$ cat src/rtl/hazard_pipe_track_pkg.sv
// hazard_pipe_track_pkg: shared constants, stage record and Tnew helpers for the pipeline tracker
package hazard_pipe_track_pkg;
  localparam logic [31:0] RESET_PC_DEF = 32'h0000_3000;
  localparam logic [31:0] NOP = 32'h0000_0000;
  localparam int TNEW_W = 2;
  localparam int REG_W = 5;
  typedef struct packed {
    logic [31:0]       instr;
    logic [31:0]       pc;
    logic              valid;
    logic [TNEW_W-1:0] tnew;
    logic [REG_W-1:0]  a3;
    logic              we;
  } stage_t;
  function automatic logic [TNEW_W-1:0] tnew_dec(input logic [TNEW_W-1:0] t);
    return (t == '0) ? '0 : t - TNEW_W'(1);
  endfunction
  // a bubble keeps the PC so later stages still see a meaningful address
  function automatic stage_t bubble(input logic [31:0] pc);
    stage_t s;
    s = '0;
    s.instr = NOP;
    s.pc = pc;
    return s;
  endfunction
endpackage

$ cat src/rtl/hazard_pipe_track_stage_reg.sv
// pipe_stage_reg: one pipeline register with hold, bubble insert and optional saturating Tnew decrement
module pipe_stage_reg
  import hazard_pipe_track_pkg::*;
#(
  parameter logic [31:0] RESET_PC = RESET_PC_DEF,
  parameter bit          DEC      = 1'b0
) (
  input  logic   clk,
  input  logic   rst_n,
  input  logic   en,
  input  logic   clr,
  input  stage_t d_i,
  output stage_t q_o
);
  stage_t q_q, q_d;
  // next value: bubble on clr, otherwise age Tnew and drop writes to $0
  always_comb begin
    q_d = d_i;
    q_d.tnew = DEC ? tnew_dec(d_i.tnew) : d_i.tnew;
    q_d.we = d_i.we && (d_i.a3 != '0);
    q_d = clr ? bubble(d_i.pc) : q_d;
  end
  // state register, held when en is low
  always_ff @(posedge clk or negedge rst_n)
    if (!rst_n) q_q <= bubble(RESET_PC);
    else if (en) q_q <= q_d;
  assign q_o = q_q;
endmodule

$ cat src/rtl/hazard_pipe_track.sv
// hazard_pipe_track: F/D, D/E, E/M, M/W registers carrying hazard-tracking metadata
module hazard_pipe_track
  import hazard_pipe_track_pkg::*;
#(
  parameter logic [31:0] RESET_PC = RESET_PC_DEF
) (
  input  logic              clk,
  input  logic              rst_n,
  input  logic              stall,
  input  logic [31:0]       F_instr,
  input  logic [31:0]       F_pc,
  input  logic [TNEW_W-1:0] D_Tnew,
  input  logic [REG_W-1:0]  D_a3,
  input  logic              D_we,
  output logic [31:0]       D_instr,
  output logic [31:0]       D_pc,
  output logic [31:0]       E_instr,
  output logic [31:0]       M_instr,
  output logic [31:0]       W_instr,
  output logic [31:0]       E_pc,
  output logic [31:0]       M_pc,
  output logic [31:0]       W_pc,
  output logic              E_valid,
  output logic              M_valid,
  output logic              W_valid,
  output logic [TNEW_W-1:0] E_Tnew,
  output logic [TNEW_W-1:0] M_Tnew,
  output logic [TNEW_W-1:0] W_Tnew,
  output logic [REG_W-1:0]  E_a3,
  output logic [REG_W-1:0]  M_a3,
  output logic [REG_W-1:0]  W_a3,
  output logic              E_we,
  output logic              M_we,
  output logic              W_we
);
  stage_t fd_d, fd_q, de_d, de_q, em_q, mw_q;
  // fetch record entering F/D
  always_comb begin
    fd_d = bubble(F_pc);
    fd_d.instr = F_instr;
    fd_d.valid = 1'b1;
  end
  // decode record: F/D contents plus this cycle's decoded writeback metadata
  always_comb begin
    de_d = fd_q;
    de_d.valid = 1'b1;
    de_d.tnew = D_Tnew;
    de_d.a3 = D_a3;
    de_d.we = D_we;
  end
  pipe_stage_reg #(.RESET_PC(RESET_PC), .DEC(1'b0)) u_fd (
    .clk(clk), .rst_n(rst_n), .en(~stall), .clr(1'b0), .d_i(fd_d), .q_o(fd_q));
  pipe_stage_reg #(.RESET_PC(RESET_PC), .DEC(1'b0)) u_de (
    .clk(clk), .rst_n(rst_n), .en(1'b1), .clr(stall), .d_i(de_d), .q_o(de_q));
  pipe_stage_reg #(.RESET_PC(RESET_PC), .DEC(1'b1)) u_em (
    .clk(clk), .rst_n(rst_n), .en(1'b1), .clr(1'b0), .d_i(de_q), .q_o(em_q));
  pipe_stage_reg #(.RESET_PC(RESET_PC), .DEC(1'b1)) u_mw (
    .clk(clk), .rst_n(rst_n), .en(1'b1), .clr(1'b0), .d_i(em_q), .q_o(mw_q));
  assign D_instr = fd_q.instr;
  assign D_pc    = fd_q.pc;
  assign E_instr = de_q.instr;
  assign E_pc    = de_q.pc;
  assign E_valid = de_q.valid;
  assign E_Tnew  = de_q.tnew;
  assign E_a3    = de_q.a3;
  assign E_we    = de_q.we;
  assign M_instr = em_q.instr;
  assign M_pc    = em_q.pc;
  assign M_valid = em_q.valid;
  assign M_Tnew  = em_q.tnew;
  assign M_a3    = em_q.a3;
  assign M_we    = em_q.we;
  assign W_instr = mw_q.instr;
  assign W_pc    = mw_q.pc;
  assign W_valid = mw_q.valid;
  assign W_Tnew  = mw_q.tnew;
  assign W_a3    = mw_q.a3;
  assign W_we    = mw_q.we;
endmodule
$ cat config.mk
export PLATFORM = sky130hd
export DESIGN_NAME = hazard_pipe_track
export DESIGN_NICKNAME = d
export VERILOG_FILES = /design/src/rtl/hazard_pipe_track_pkg.sv /design/src/rtl/hazard_pipe_track_stage_reg.sv /design/src/rtl/hazard_pipe_track.sv
export SDC_FILE = /design/constraint.sdc
export NUM_CORES = 1
export LEC_CHECK = 0
export ABC_AREA = 1
export BUFFER_PORTS_ARGS = -buffer_cell sky130_fd_sc_hd__buf_2
export CAP_MARGIN = 20
export CORE_MARGIN = 2
export CORE_UTILIZATION = 49
export CTS_CLUSTER_SIZE = 16
export DETAILED_ROUTE_END_ITERATION = 10
export PLACE_DENSITY = 0.8
export SLEW_MARGIN = 10
export SYNTH_ARGS = -nofsm -noshare
export SYNTH_HDL_FRONTEND = slang
export SYNTH_SLANG_ARGS = --single-unit
$ cat constraint.sdc
create_clock -name clk -period 0.95 [get_ports clk]
set_input_delay 0 -clock clk [delete_from_list [all_inputs] [get_ports clk]]
set_output_delay 0 -clock clk [all_outputs]
set_load 0.005 [all_outputs]
## After elaboration in Yosys (flattened, before gate mapping)

Index checks and enable logic that the tools add are counted.

| storage, ports and cells | value |
|---|---|
| word-level logic and storage cells | 33 |
| flip-flop bits (word level) | 283 |
| output and inout port bits | 283 |
| input bits | 75 |

| operators by class | value |
|---|---|
| muxes and demuxes | 3 |
| add/subtract/negate cells | 2 |
| reduce and logical (&&, ||, !) cells | 8 |

Operators by type and width:

| operator | number |
|---|---|
| $mux W73 | 1 |
| $reduce_bool A5 Y1 | 3 |
| $logic_not A2 Y1 | 2 |
| $mux W2 | 2 |
| $sub A2 B1 Y2 const B | 2 |
| $logic_and A1 B1 Y1 | 3 |

## Depth between registers and ports, before layout

Gate-level depths: netlist of the first run.

| depth | value |
|---|---|
| word-level depth | 3 |
| depth in mapped cells | 6 |
| depth with buffers taken out | 4 |

## Cells and area by module

From an unflattened synthesis of the first run, not the netlist that was laid out.

| unflattened totals | value |
|---|---|
| cell total of the unflattened synthesis | 1275 |
| area total of the unflattened synthesis | 11427.2 µm² |

Modules (own cells, without submodules):

| module | cells each | area an instance (µm²) | instances | seq. area each (µm²) |
|---|---|---|---|---|
| pipe_stage_reg at u_de ... | 319 | 2895.3 | 2 | 1829.3 |
| pipe_stage_reg at u_em ... | 317 | 2812.7 | 2 | 1829.3 |
| hazard_pipe_track | 3 | 11.3 | 1 | 0.0 |

## Worst setup path after synthesis of the first run

No wires, ideal clock.

| timing path | value |
|---|---|
| path type | register -> register |
| start point | reg u_de.q_q, in the netlist u_de.q_o[4] |
| end point | reg u_em.q_q, in the netlist u_em.q_o[0] |
| stages on the path, launching flop included | 5 |
| library setup time | 0.113 ns |
| data arrival time | 0.608 ns |
| buffers on the path | 0 |
| setup slack | 0.229 ns |
| cells stage by stage | dfrtp_1 > nor2_1 > nand3_1 > nand2_1 > inv_1 |

RTL lines:

| what | RTL line | RTL |
|---|---|---|
| from (decl) | hazard_pipe_track_stage_reg.sv:15 | `stage_t q_q, q_d;` |
| from (signal assigned) | hazard_pipe_track_stage_reg.sv:25 | `if (!rst_n) q_q <= bubble(RESET_PC);` |
| from (signal assigned) | hazard_pipe_track_stage_reg.sv:26 | `else if (en) q_q <= q_d;` |
| to (signal assigned) | hazard_pipe_track_stage_reg.sv:25 |  |
| to (signal assigned) | hazard_pipe_track_stage_reg.sv:26 |  |
| to (decl) | hazard_pipe_track_stage_reg.sv:15 |  |

## Worst setup path in the final report of the first run

| timing path | value |
|---|---|
| start point | reg u_de.q_q, in the netlist u_de.q_o[21] |
| end point | out E_pc[12] |

RTL lines:

| what | RTL line | RTL |
|---|---|---|
| to (decl) | hazard_pipe_track.sv:20 | `output logic [31:0] E_pc,` |

No word-level cell between the ends.

==> results of run 1 <==
==> final cells by class <==
class                   count  area share
flip-flops and latches    283       0.527
repair buffers            592       0.297
clock inverters            11      0.0122
inverters                  50      0.0141
multi-input cells         216      0.0657
well taps                 265      0.0246
clock buffers              38      0.0600
==> path summary, 6_finish.rpt <==
path | from | end | slack, ns | cells after the start
max in group asynchronous | rst_n | u_de.q_o[22] | 0.39 | 3
hold reg to reg | u_em.q_o[66] | u_mw.q_o[66] | 0.36 | 0
hold / removal | rst_n | u_de.q_o[6] | -0.03 | 2
min in group clk | stall | u_fd.q_o[22] | 0.04 | 5
setup reg to reg | u_em.q_o[3] | u_mw.q_o[0] | -0.06 | 5
setup / recovery | u_de.q_o[21] | E_pc[12] | -0.23 | 1
==> state kept, by name, summed over array words and instances (netlist names) <==
name	cells
u_de.q_o	73
u_em.q_o	73
u_mw.q_o	73
u_fd.q_o	64
==> layout by cell type (no fill, tap or decap), drive strengths merged <==
cell type / instances
clkinvlp: 2
dlygate4sd3: 90
dfrtp: 275
bufinv: 4
o21ai: 32
nand2: 133
nor2: 48
dlymetal6s4s: 2
nand3: 3
clkinv: 4
buf: 500
clkbuf: 38
inv: 51
dfstp: 8
==> repair_timing <==
action                     in CTS  in global routing
hold buffers                   92                  1
gates resized for setup         6                 20
buffers inserted               77                 49
pin swaps                       0                  3
setup endpoints to repair     283                305
hold endpoints to repair      378                  6
==> power by group <==
group	switching, mW	internal, mW
combinational	1.55	1.76
clock	4.58	7.00
sequential	0.509	13.0
total	6.64	21.8
==> cell families after synthesis <==
family	after synthesis	synth area share
DFF	283	0.744
buffers and inverters	238	0.166
and+or+nand+nor	184	0.0729
AOI/OAI and AO/OA	32	0.0168
==> routing by layer <==
layer,vias up,wire (um),part of all wire
met5,-,0,0
met4,0,1330,0.050
met3,90,1640,0.061
met2,330,14700,0.55
met1,3298,9070,0.34
li1,2917,-,-
==> through the flow <==
stage / std cells / TNS (ns) / area, um2 / power, mW
after detailed placement: 1188 / 0 / 10500 / 15.9
after CTS: 1406 / -31.04 / 13000 / 28.0
after floorplan: 737 / 0 / 9530 / 14.9
after global routing: 1455 / -33.60 / 13500 / 29.4
final: 1455 / -23.75 / 13500 / 28.4
after global placement: 1188 / 0 / 10500 / 15.8
==> results summary, run 1 <==
The run finished, with violations left. The final reports fail on negative hold slack, negative setup slack. Setup slack on the critical path of the routed design comes to -0.234 ns.

Counting flops with a built-in enable in the synthesized netlist gives 0. The final max-slew violation count came out at 0. The final hold violation count was 5. The initial utilization of the core area, before any placement, comes to 0.495. Broken down by cell family, the worst path's largest delay share belongs to flip-flops.

In the finished design, the share of the clock period the worst path needs comes to 1.25. After global routing, the most crowded layer is met2. The worst-case vdd ir drop came out at 1.46 mV. The detailed-routing iteration count for the pre-antenna-repair pass is 4.

The timing-limited maximum frequency is 844 MHz. In this run the static leakage power is 7.52 nW. The detailed-route DRC error count came out at 0. Of the cells placed in the final design, the portion with a size suffix greater than 1 is 0.473. The fraction of synthesized cell area taken by the top area cell type came out at 0.722. The number of top-level design ports came out at 358. Yosys attributes the largest share of cell area to sky130_fd_sc_hd__dfrtp_1 72%, sky130_fd_sc_hd__buf_4 13%, sky130_fd_sc_hd__nand2_1 5.2%. The number of diodes added for antenna fixing is 0. The number of buffers created by CTS came out at 27. The power density over the cells is 2110 nW/um2. The dominant synthesized flop cell is sky130_fd_sc_hd__dfrtp_1. For this run, the slowest stage of the critical path takes 0.57 ns. Dividing the detail-routed via count by the number of cells gives 4.56.

The number of warnings printed during yosys synthesis came out at 0. The routed length per instance is 18.4 um. The data arrival at the endpoint of the critical path is 1.18 ns. The layout overhead on the synthesized area came out at 41.2%. The layout net count came out at 1,245.

The global-route wire length before repair came out at 36,200 um. The register clock-pin slew on the reported worst setup and hold paths came out at 0.07 ns. The overall die area is 20,600 um2.

The number of max-capacitance violations reported came out at 0. The number of sinks handled by clock tree synthesis came out at 283. The cell with the most instances after synthesis is sky130_fd_sc_hd__dfrtp_1. The flip-flop and latch area came out at 7090 um2. The slowest cell on the critical path is sky130_fd_sc_hd__dfstp_2. The height of the chip came out at 143 um. The number of H-tree branching levels is 1. The worst clock skew is 0.0145 ns. The tree is rooted in a sky130_fd_sc_hd__clkbuf_16. The min-delay analysis places its worst path in the category in2async. The sequential area share after synthesis came out at 0.744. The later-pin clock latency in the skew report came out at 0.53 ns. The number of synthesized register bits is 283. Fill cells in the final layout number 1,222. The worst setup path is launched from a flop. The slew at the pin closest to its max-slew limit came out at 0.927 ns.

The TritonCTS clock tree is yes. Setup repair after global routing could not meet its margin everywhere. For this run, global-route usage on met3 was measured as 0.0413. The final design utilization is 0.698. The headroom to the max-slew limit came out at 0.382.

Walking the worst path, the cells encountered are buf_6. The number of port buffers came out at 357. The first-iteration detailed-routing DRC count came out at 334. Entering global routing, the biggest net connects 51 pins.

The largest area contributor in the netlist is sky130_fd_sc_hd__dfrtp_1. In the final layout, the multi-input gates occupy 885 um2. The final number of setup-violating endpoints is 287. The critical path class is reg2out. The critical-path maximum fanout came out at 2.

The sum of buffers and inverters on the critical path is 1. The number of global-route vias before repair came out at 6,740. The die is 143 um wide. After synthesis, the share of flip-flops with an asynchronous set or reset is 1.00.

The mean area per synthesized cell is 12.9 um2. The worst slack after detailed placement came out at 0.113 ns. The combined area of all synthesized cells is 9530 um2.

In this run the deepest clock path goes through 3 buffers. For the worst setup path, the data required time is 0.95 ns. The number of antenna violations at the first check in global routing is 0. The number of nets with antenna violations after routing is 0. The HPWL reported at the end of detailed placement is 14,500 um. By count the netlist is led by 275 x sky130_fd_sc_hd__dfrtp_1, 171 x sky130_fd_sc_hd__buf_4, 133 x sky130_fd_sc_hd__nand2_1.

After global routing the overflow that remains totals 0. The number of distinct standard cells referenced by the synthesized netlist is 12. Synthesis produced a netlist whose cell count is 737. The routability congestion estimate from global placement came out at 0.807. The minimum clock period after layout is 1.18 ns.

The final wirelength came out at 26,700 um. The number of placement rows is 51. For this run, global-route usage on met2 was measured as 0.435.

The tightest hold path in the finished design has a slack of -0.0260 ns. The placeable core area came out at 19,300 um2. The global-route track usage on met1 came out at 0.249. For this run, the total global-route usage over all layers was measured as 0.231. The detailed-route via count is 6,635. STA classifies the critical path endpoint as an output pin. The net count after synthesis is 812.
Note: power is estimated with default switching activity, not from simulation.
==> run 2, diff against run 1 <==
--- a/config.mk
+++ b/config.mk
@@ -9,10 +9,9 @@
 export BUFFER_PORTS_ARGS = -buffer_cell sky130_fd_sc_hd__buf_2
 export CAP_MARGIN = 20
 export CORE_MARGIN = 2
-export CORE_UTILIZATION = 49
+export CORE_UTILIZATION = 25
 export CTS_CLUSTER_SIZE = 16
 export DETAILED_ROUTE_END_ITERATION = 10
-export PLACE_DENSITY = 0.8
 export SLEW_MARGIN = 10
 export SYNTH_ARGS = -nofsm -noshare
 export SYNTH_HDL_FRONTEND = slang
==> run 2 against run 1 <==
Clock skew decreased by 0.0080 ns. Highest routed layer unchanged. Final area increased by 1.9%. Clock power about the same. Routed wire length decreased by 10%. The flow still finishes with violations (negative hold slack, negative setup slack). Count of clock-buffer cells in the layout increased by 2.
==> results summary, run 2 (synthesized netlist as in run 1, its figures left out) <==
The pin count of the biggest net entering global routing is 62 (was 51). The final max-slew violation count came out at 0 (unchanged). The post-route total power came out at 27.9 mW (was 28.4 mW). The stage delay of the slowest cell on the critical path is 0.55 ns (was 0.57 ns). The number of diodes added for antenna fixing was 0 (unchanged).

List of cells traversed by the critical path: buf_6 (unchanged). The final design utilization came out at 0.365 (was 0.698). The clock root buffer is sky130_fd_sc_hd__clkbuf_16 (unchanged).

The number of port buffers is 357 (unchanged). Violated checks: negative hold slack, negative setup slack (unchanged). The setup total negative slack was -28.53 ns (was -23.75 ns). The number of buffers created by CTS came out at 29 (was 27). The leading cell type in the layout, fill and taps excluded is sky130_fd_sc_hd__buf_2 (unchanged).

The critical path class is reg2out (unchanged). The number of cells in the design after placement is 1,439 (was 1,188). The final instance area is 13,700 um2 (was 13,500 um2). The slew at the pin closest to its max-slew limit is 0.628 ns (was 0.927 ns). The global-route wire length before repair was 35,500 um (was 36,200 um). The later-pin clock latency in the skew report was 0.54 ns (was 0.53 ns). The number of placement rows came out at 71 (was 51). Along the worst hold path, the cell count comes to 3. The final number of setup-violating endpoints came to 284 (was 287).

The final hold violation count came out at 29 (was 5). The overall die width came out at 199 um (was 143 um). The number of global-route vias before repair is 6,493 (was 6,740). The internal power consumption came out at 21.4 mW (was 21.8 mW).

The placeable core area came out at 37,600 um2 (was 19,300 um2). The routed length per instance is 14.2 um (was 18.4 um). The timing-limited maximum frequency is 836 MHz (was 844 MHz). The type of element launching the critical path is a flop (unchanged). The headroom to the max-slew limit is 0.581 (was 0.382). The portion of total power attributed to the clock network came out at 0.407 (was 0.408). The minimum clock period after layout is 1.20 ns (was 1.18 ns).

The static leakage is 7.38 nW (was 7.52 nW). The final worst hold slack is -0.262 ns (was -0.0260 ns). The cell depth of the worst flop-to-flop path is 6 (was 5). The HPWL reported at the end of detailed placement came out at 16,400 um (was 14,500 um).

The height of the chip came to 199 um (was 143 um). Setup repair after global routing missed its margin: true (unchanged). The worst clock skew is 0.00644 ns (was 0.0145 ns). The sequential power share is 0.483 (was 0.476).

The maximum number of buffers from clock root to sink is 3 (unchanged). The TritonCTS clock tree was yes (unchanged). The filler cell count came out at 3,664 (was 1,222). The number of antenna violations at the first check in global routing came out at 0 (unchanged). The first-iteration detailed-routing DRC count came out at 157 (was 334). The final wirelength is 24,000 um (was 26,700 um). The global-route usage over all layers was 0.116 (was 0.231). The switching share of power is 0.233 (was 0.234). The worst slack after detailed placement came out at 0.172 ns (was 0.113 ns). The detailed-route vias per instance came to 3.67 (was 4.56). The data arrival at the endpoint of the critical path is 1.20 ns (was 1.18 ns).

The overflow left after global routing came to 0 (unchanged). Result of the run: finished, violations left (unchanged). The number of nets with antenna violations after routing is 0 (unchanged). The initial cell density of the core came out at 0.254 (was 0.495). Commonest cells after routing, fill and taps aside: 334 x sky130_fd_sc_hd__buf_2, 275 x sky130_fd_sc_hd__dfrtp_1, 133 x sky130_fd_sc_hd__nand2_1, 113 x sky130_fd_sc_hd__dlygate4sd3_1, 96 x sky130_fd_sc_hd__buf_4 (was 344 x sky130_fd_sc_hd__buf_2, 275 x sky130_fd_sc_hd__dfrtp_1, 132 x sky130_fd_sc_hd__buf_4, 131 x sky130_fd_sc_hd__nand2_1, 90 x sky130_fd_sc_hd__dlygate4sd3_1).

The area of placed instances is 10,900 um2 (was 10,500 um2). The number of H-tree branching levels came out at 1 (unchanged). The critical-path maximum fanout came to 2 (unchanged). The logic depth of the worst path, buffers included is 1 (unchanged). The detailed-route DRC error count is 0 (unchanged). The class of the tightest hold or removal check is in2reg (was in2async).

The sum of buffers and inverters on the critical path came out at 1 (unchanged). The register clock-pin slew on the reported worst setup and hold paths is 0.06 ns (was 0.07 ns). The slack of the critical path came out at -0.246 ns (was -0.234 ns). The area used by multi-input combinational logic came out at 857 um2 (was 885 um2). The switching power summed over all nets was 6.51 mW (was 6.64 mW). The layout overhead on the synthesized area is 43.9% (was 41.2%). The routability congestion estimate from global placement was 0.778 (was 0.807). The number of max-capacitance violations reported is 0 (unchanged). The number of sinks handled by clock tree synthesis came to 283 (unchanged). The category of the worst setup path capture point is an output pin (unchanged). The overall die area was 39,700 um2 (was 20,600 um2).

The worst-case vdd ir drop is 1.23 mV (was 1.46 mV). The slowest cell on the critical path was sky130_fd_sc_hd__dfstp_2 (unchanged). The detailed-route via count came out at 6,205 (was 6,635). The layout net count is 1,231 (was 1,245). The ratio of cells with drive above 1 in the final layout was 0.439 (was 0.473). The cell family with the largest share of critical-path delay is flip-flops (unchanged).

The detailed-routing iteration count for the pre-antenna-repair pass is 4 (unchanged). The number of top-level design ports came out at 358 (unchanged). The final critical-path share of the clock period came out at 1.26 (was 1.25). The data required time at the worst endpoint came out at 0.95 ns (about the same).

The fraction of power consumed by combinational cells is 0.111 (was 0.117). The final standard cell count with taps included and fillers excluded came to 1,689 (was 1,455). The power density over the cells came out at 2030 nW/um2 (was 2110 nW/um2). The flip-flop and latch area came out at 7090 um2 (unchanged).
run 2: cell types whose count changed in the layout (fill, tap and decap cells not counted), sizes merged:
| cell | delta |
|---|---|
| buf | -38 |
| dlygate4sd3 | +23 |
| clkbuf | +2 |
| clkinv | +2 |
| bufinv | -1 |
| dlymetal6s4s | -1 |
| inv | +1 |
run 2: repair_timing:
item                                    4_1_cts  5_1_grt
endpoints found under the setup margin      283      305
pin swaps                                     0        0
cloned                                        0        0
resized for setup                            23        6
buffers inserted                             57       26
hold buffers                                114        1
hold endpoints to repair                    367       35
run 2: routing by layer:
metal / track usage / part of all wire / vias up
met5: 0 / 0 / -
met4: 0.0459 / 0.030 / 0
met3: 0.0233 / 0.062 / 50
met2: 0.215 / 0.54 / 198
met1: 0.129 / 0.37 / 3050
li1: - / - / 2907
run 2: power groups by stage:
stage	registers (mW)	logic [mW]	clock network, mW
CTS	13.5	3.00	11.7
floorplan	13.6	1.28	0
global route	13.6	3.43	12.2
global placement	13.7	2.22	0
finish	13.5	3.09	11.3
detailed placement	13.7	2.25	0
run 2: final cells by class:
| type | instances | area share |
|---|---|---|
| multi-input cells | 216 | 0.0625 |
| clock buffers | 40 | 0.0581 |
| repair buffers | 576 | 0.291 |
| flip-flops and latches | 283 | 0.517 |
| inverters | 50 | 0.0139 |
| well taps | 511 | 0.0466 |
| clock inverters | 13 | 0.0113 |
run 2: final timing paths:
kind                              start           end  slack (ns)
hold reg to reg            u_de.q_o[18]  u_em.q_o[18]        0.36
max in group asynchronous         rst_n  u_em.q_o[37]        0.09
hold / removal                    stall  u_fd.q_o[23]       -0.26
min in group asynchronous         rst_n  u_de.q_o[40]        0.05
setup / recovery           u_de.q_o[21]      E_pc[12]       -0.25
setup reg to reg            u_de.q_o[4]   u_em.q_o[0]       -0.03
run 2: tightest hold or removal path: stages:
cell	delay, ns
sky130_fd_sc_hd__buf_4	0.14
sky130_fd_sc_hd__nand2_1	0.06
sky130_fd_sc_hd__nand2_1	0.05
==> run 3, diff against run 2 <==
--- a/config.mk
+++ b/config.mk
@@ -5,13 +5,14 @@
 export SDC_FILE = /design/constraint.sdc
 export NUM_CORES = 1
 export LEC_CHECK = 0
-export ABC_AREA = 1
 export BUFFER_PORTS_ARGS = -buffer_cell sky130_fd_sc_hd__buf_2
 export CAP_MARGIN = 20
 export CORE_MARGIN = 2
 export CORE_UTILIZATION = 25
 export CTS_CLUSTER_SIZE = 16
 export DETAILED_ROUTE_END_ITERATION = 10
+export PLACE_DENSITY = 0.49
+export SKIP_CTS_REPAIR_TIMING = 1
 export SLEW_MARGIN = 10
 export SYNTH_ARGS = -nofsm -noshare
 export SYNTH_HDL_FRONTEND = slang
==> run 3 against run 2 <==
The run still ends with negative hold slack, negative setup slack left. Synthesized cell count fell by 21%. Sequential share of layout area fell by 0.24 points. Via count fell by 11%. Combinational power rose by 4%. Critical endpoint unchanged. Largest cell class unchanged. Largest power group unchanged.
==> results summary, run 3 <==
Result of the run: finished, violations left (unchanged). Violated checks: negative hold slack, negative setup slack (unchanged). The type of element launching the critical path is a flop (unchanged). The portion of total power attributed to the clock network came out at 0.431 (was 0.407). The cell family with the largest share of critical-path delay is flip-flops (unchanged). The largest area contributor in the netlist is sky130_fd_sc_hd__dfrtp_1 (unchanged). The detailed-route vias per instance is 3.62 (was 3.67). The proportion of synthesized flip-flops having asynchronous set or reset came out at 1.00 (unchanged). The worst-case vdd ir drop came out at 1.62 mV (was 1.23 mV). The combined area of all synthesized cells came out at 9570 um2 (was 9530 um2). The height of the chip is 200 um (was 199 um).

The post-synthesis cell count is 579 (was 737). The TritonCTS clock tree is yes (unchanged). The later-pin clock latency in the skew report is 0.57 ns (was 0.54 ns). The routed length per instance is 14.9 um (was 14.2 um). The slowest cell on the critical path is sky130_fd_sc_hd__dfstp_2 (unchanged).

The slew at the pin closest to its max-slew limit came out at 0.487 ns (was 0.628 ns). The sequential area share after synthesis is 0.741 (was 0.744). The placeable core area is 37,700 um2 (was 37,600 um2).

The number of H-tree branching levels is 1 (unchanged). The final instance area came out at 13,800 um2 (was 13,700 um2). The final critical-path share of the clock period came to 1.27 (was 1.26). Cells taking the most area after synthesis: sky130_fd_sc_hd__dfrtp_1 72%, sky130_fd_sc_hd__buf_4 13%, sky130_fd_sc_hd__mux2_2 5.2% (was sky130_fd_sc_hd__dfrtp_1 72%, sky130_fd_sc_hd__buf_4 13%, sky130_fd_sc_hd__nand2_1 5.2%). The worst slack after detailed placement is -0.221 ns (was 0.172 ns). List of cells traversed by the critical path: buf_6 (unchanged). Top cells by instance count after synthesis: 275 x sky130_fd_sc_hd__dfrtp_1, 170 x sky130_fd_sc_hd__buf_4, 44 x sky130_fd_sc_hd__mux2_2 (was 275 x sky130_fd_sc_hd__dfrtp_1, 171 x sky130_fd_sc_hd__buf_4, 133 x sky130_fd_sc_hd__nand2_1).

The layout net count is 1,057 (was 1,231). The area of placed instances is 11,000 um2 (was 10,900 um2). The layout overhead on the synthesized area is 44.0% (was 43.9%).

The final design utilization is 0.366 (was 0.365). The slack of the critical path came out at -0.255 ns (was -0.246 ns). The first-iteration detailed-routing DRC count came to 100 (was 157). The final wirelength was 22,600 um (was 24,000 um). The number of antenna violations at the first check in global routing is 2 (was 0).

The reg2reg setup slack came out at -0.23 ns (was -0.03 ns). The static leakage came to 6.94 nW (was 7.38 nW). Setup repair after global routing missed its margin: true (unchanged). The sequential power share is 0.461 (was 0.483). The overall die width came out at 200 um (was 199 um). The switching power summed over all nets is 6.65 mW (was 6.51 mW).

The capturing point of the worst reg2reg path is u_em.q_o[0] (unchanged). The post-route total power is 29.6 mW (was 27.9 mW). The overall die area is 39,900 um2 (was 39,700 um2). The overflow left after global routing came out at 0 (unchanged). The reg-to-reg startpoint was u_de.q_o[5] (was u_de.q_o[4]). The cell with the most instances after synthesis is sky130_fd_sc_hd__dfrtp_1 (unchanged).

The worst clock skew is 0.00760 ns (was 0.00644 ns). The number of max-capacitance violations reported came out at 0 (unchanged). The data required time at the worst endpoint is 0.95 ns (about the same).

The number of warnings printed during yosys synthesis came out at 0 (unchanged). The number of global-route vias before repair came out at 5,191 (was 6,493). The headroom to the max-slew limit came out at 0.674 (was 0.581).

The final worst hold slack is -0.112 ns (was -0.262 ns). The category of the worst setup path capture point is an output pin (unchanged). The fraction of power consumed by combinational cells is 0.108 (was 0.111). The detailed-routing iteration count for the pre-antenna-repair pass is 4 (unchanged). The class of the tightest hold or removal check is in2async (was in2reg).

The final number of setup-violating endpoints is 299 (was 284). The number of sinks handled by clock tree synthesis came to 283 (unchanged). The pin count of the biggest net entering global routing is 67 (was 62).

The number of placement rows is 71 (unchanged). The minimum clock period after layout came out at 1.20 ns (about the same). The filler cell count was 3,710 (was 3,664). The number of distinct standard cells referenced by the synthesized netlist came out at 14 (was 12). The number of buffers created by CTS is 31 (was 29). The switching share of power is 0.224 (was 0.233). The number of synthesized register bits is 283 (unchanged).

The critical-path maximum fanout came out at 2 (unchanged). The clock root buffer was sky130_fd_sc_hd__clkbuf_16 (unchanged). The global-route wire length before repair is 30,500 um (was 35,500 um). The mean area per synthesized cell is 16.5 um2 (was 12.9 um2). The fraction of synthesized cell area taken by the top area cell type came out at 0.719 (was 0.722). The timing-limited maximum frequency was 830 MHz (was 836 MHz).

The sum of buffers and inverters on the critical path is 1 (unchanged). The stage delay of the slowest cell on the critical path came out at 0.55 ns (about the same). The net count after synthesis came out at 654 (was 812).

The initial cell density of the core is 0.254 (about the same). The final max-slew violation count came out at 0 (unchanged). The number of port buffers came out at 357 (unchanged).

The internal power consumption is 23.0 mW (was 21.4 mW). The final hold violation count is 12 (was 29). The global-route usage over all layers is 0.101 (was 0.116).

The HPWL reported at the end of detailed placement is 15,600 um (was 16,400 um). The power density over the cells was 2150 nW/um2 (was 2030 nW/um2). The leading cell type in the layout, fill and taps excluded was sky130_fd_sc_hd__buf_2 (unchanged). The routability congestion estimate from global placement is 0.702 (was 0.778). The data arrival at the endpoint of the critical path is 1.20 ns (about the same). The register clock-pin slew on the reported worst setup and hold paths is 0.06 ns (about the same).

The ratio of cells with drive above 1 in the final layout came to 0.568 (was 0.439). The maximum number of buffers from clock root to sink is 3 (unchanged). The detailed-route via count is 5,498 (was 6,205). The origin of the worst setup path is u_de.q_o[21] (unchanged). Commonest cells after routing, fill and taps aside: 331 x sky130_fd_sc_hd__buf_2, 275 x sky130_fd_sc_hd__dfrtp_1, 105 x sky130_fd_sc_hd__dlygate4sd3_1, 74 x sky130_fd_sc_hd__buf_4, 44 x sky130_fd_sc_hd__mux2_2 (was 334 x sky130_fd_sc_hd__buf_2, 275 x sky130_fd_sc_hd__dfrtp_1, 133 x sky130_fd_sc_hd__nand2_1, 113 x sky130_fd_sc_hd__dlygate4sd3_1, 96 x sky130_fd_sc_hd__buf_4). The number of nets with antenna violations after routing came out at 0 (unchanged). The cell depth of the worst flop-to-flop path was 2 (was 6).

The critical path class was reg2out (unchanged). The dominant synthesized flop cell is sky130_fd_sc_hd__dfrtp_1 (unchanged). The detailed-route DRC error count came out at 0 (unchanged). The number of flops mapped to enable cells by yosys came out at 0 (unchanged). The number of top-level design ports is 358 (unchanged).
-- run 3: cell count changes after synthesis, sizes merged, moves of 2 or more --
cell,previous run,this run
or4,0,2
mux2,0,64
clkbuf,2,0
and2,0,2
inv,50,1
nor2,48,0
o21ai,32,0
o21a,0,2
nand3,3,0
nand2,133,0
nor2b,0,41
buf,186,182
-- run 3: area by class of cell --
class | instances | area [um2] | area share
Antenna cell | 1 | 2.50 | 0.000182
Clock inverter | 15 | 224 | 0.0163
Multi-Input combinational cell | 113 | 1110 | 0.0806
Timing Repair Buffer | 552 | 3820 | 0.277
Tap cell | 511 | 639 | 0.0464
Clock buffer | 43 | 891 | 0.0646
Sequential cell | 283 | 7090 | 0.515
Inverter | 1 | 3.75 | 0.000272
-- run 3: power groups by stage --
stage / registers [mW] / logic [mW] / clock network, mW
floorplan: 13.8 / 1.51 / 0
global placement: 13.9 / 2.50 / 0
detailed placement: 13.9 / 2.50 / 0
CTS: 13.7 / 2.51 / 13.2
global route: 13.8 / 3.54 / 13.7
finish: 13.7 / 3.21 / 12.7
-- run 3: how the worst max path moves through the flow --
stage / to / slack (ns) / cells past startpoint
2_1_floorplan: u_em.q_o[0] / -0.20 / 2
3_3_place_gp: u_em.q_o[0] / -0.22 / 2
3_5_place_dp: u_mw.q_o[0] / -0.22 / 2
4_1_cts: D_pc[13] / -0.33 / 1
5_1_grt: E_pc[12] / -0.32 / 1
6_report: E_pc[12] / -0.25 / 1
-- run 3: logic make-up (layout without fill, tap and decap cells) --
family,after synthesis,in the layout,share of synthesized area
AND/OR/NAND/NOR,46,46,0.0303
flip-flops,283,283,0.741
buffers and inverters,183,611,0.143
other,0,1,0
multiplexers,64,64,0.0832
AO/OA/AOI/OAI,3,3,0.00261
-- run 3: through the flow --
stage / cells / TNS [ns] / hold slack (ns)
final: 1519 / -36.62 / -0.112
after global routing: 1519 / -54.19 / -0.109
after CTS: 1360 / -49.78 / -0.728
after detailed placement: 1302 / -0.437 / -0.106
after global placement: 1302 / -0.429 / -0.114
after floorplan: 579 / -0.395 / -0.296
-- run 3: metal layers --
metal,vias up,share of wire,wire (um),GRT usage
met5,-,0.00058,13,0
met4,2,0.031,699,0.0412
met3,44,0.071,1610,0.0344
met2,198,0.51,11600,0.171
met1,2759,0.38,8660,0.116
li1,2495,-,-,-
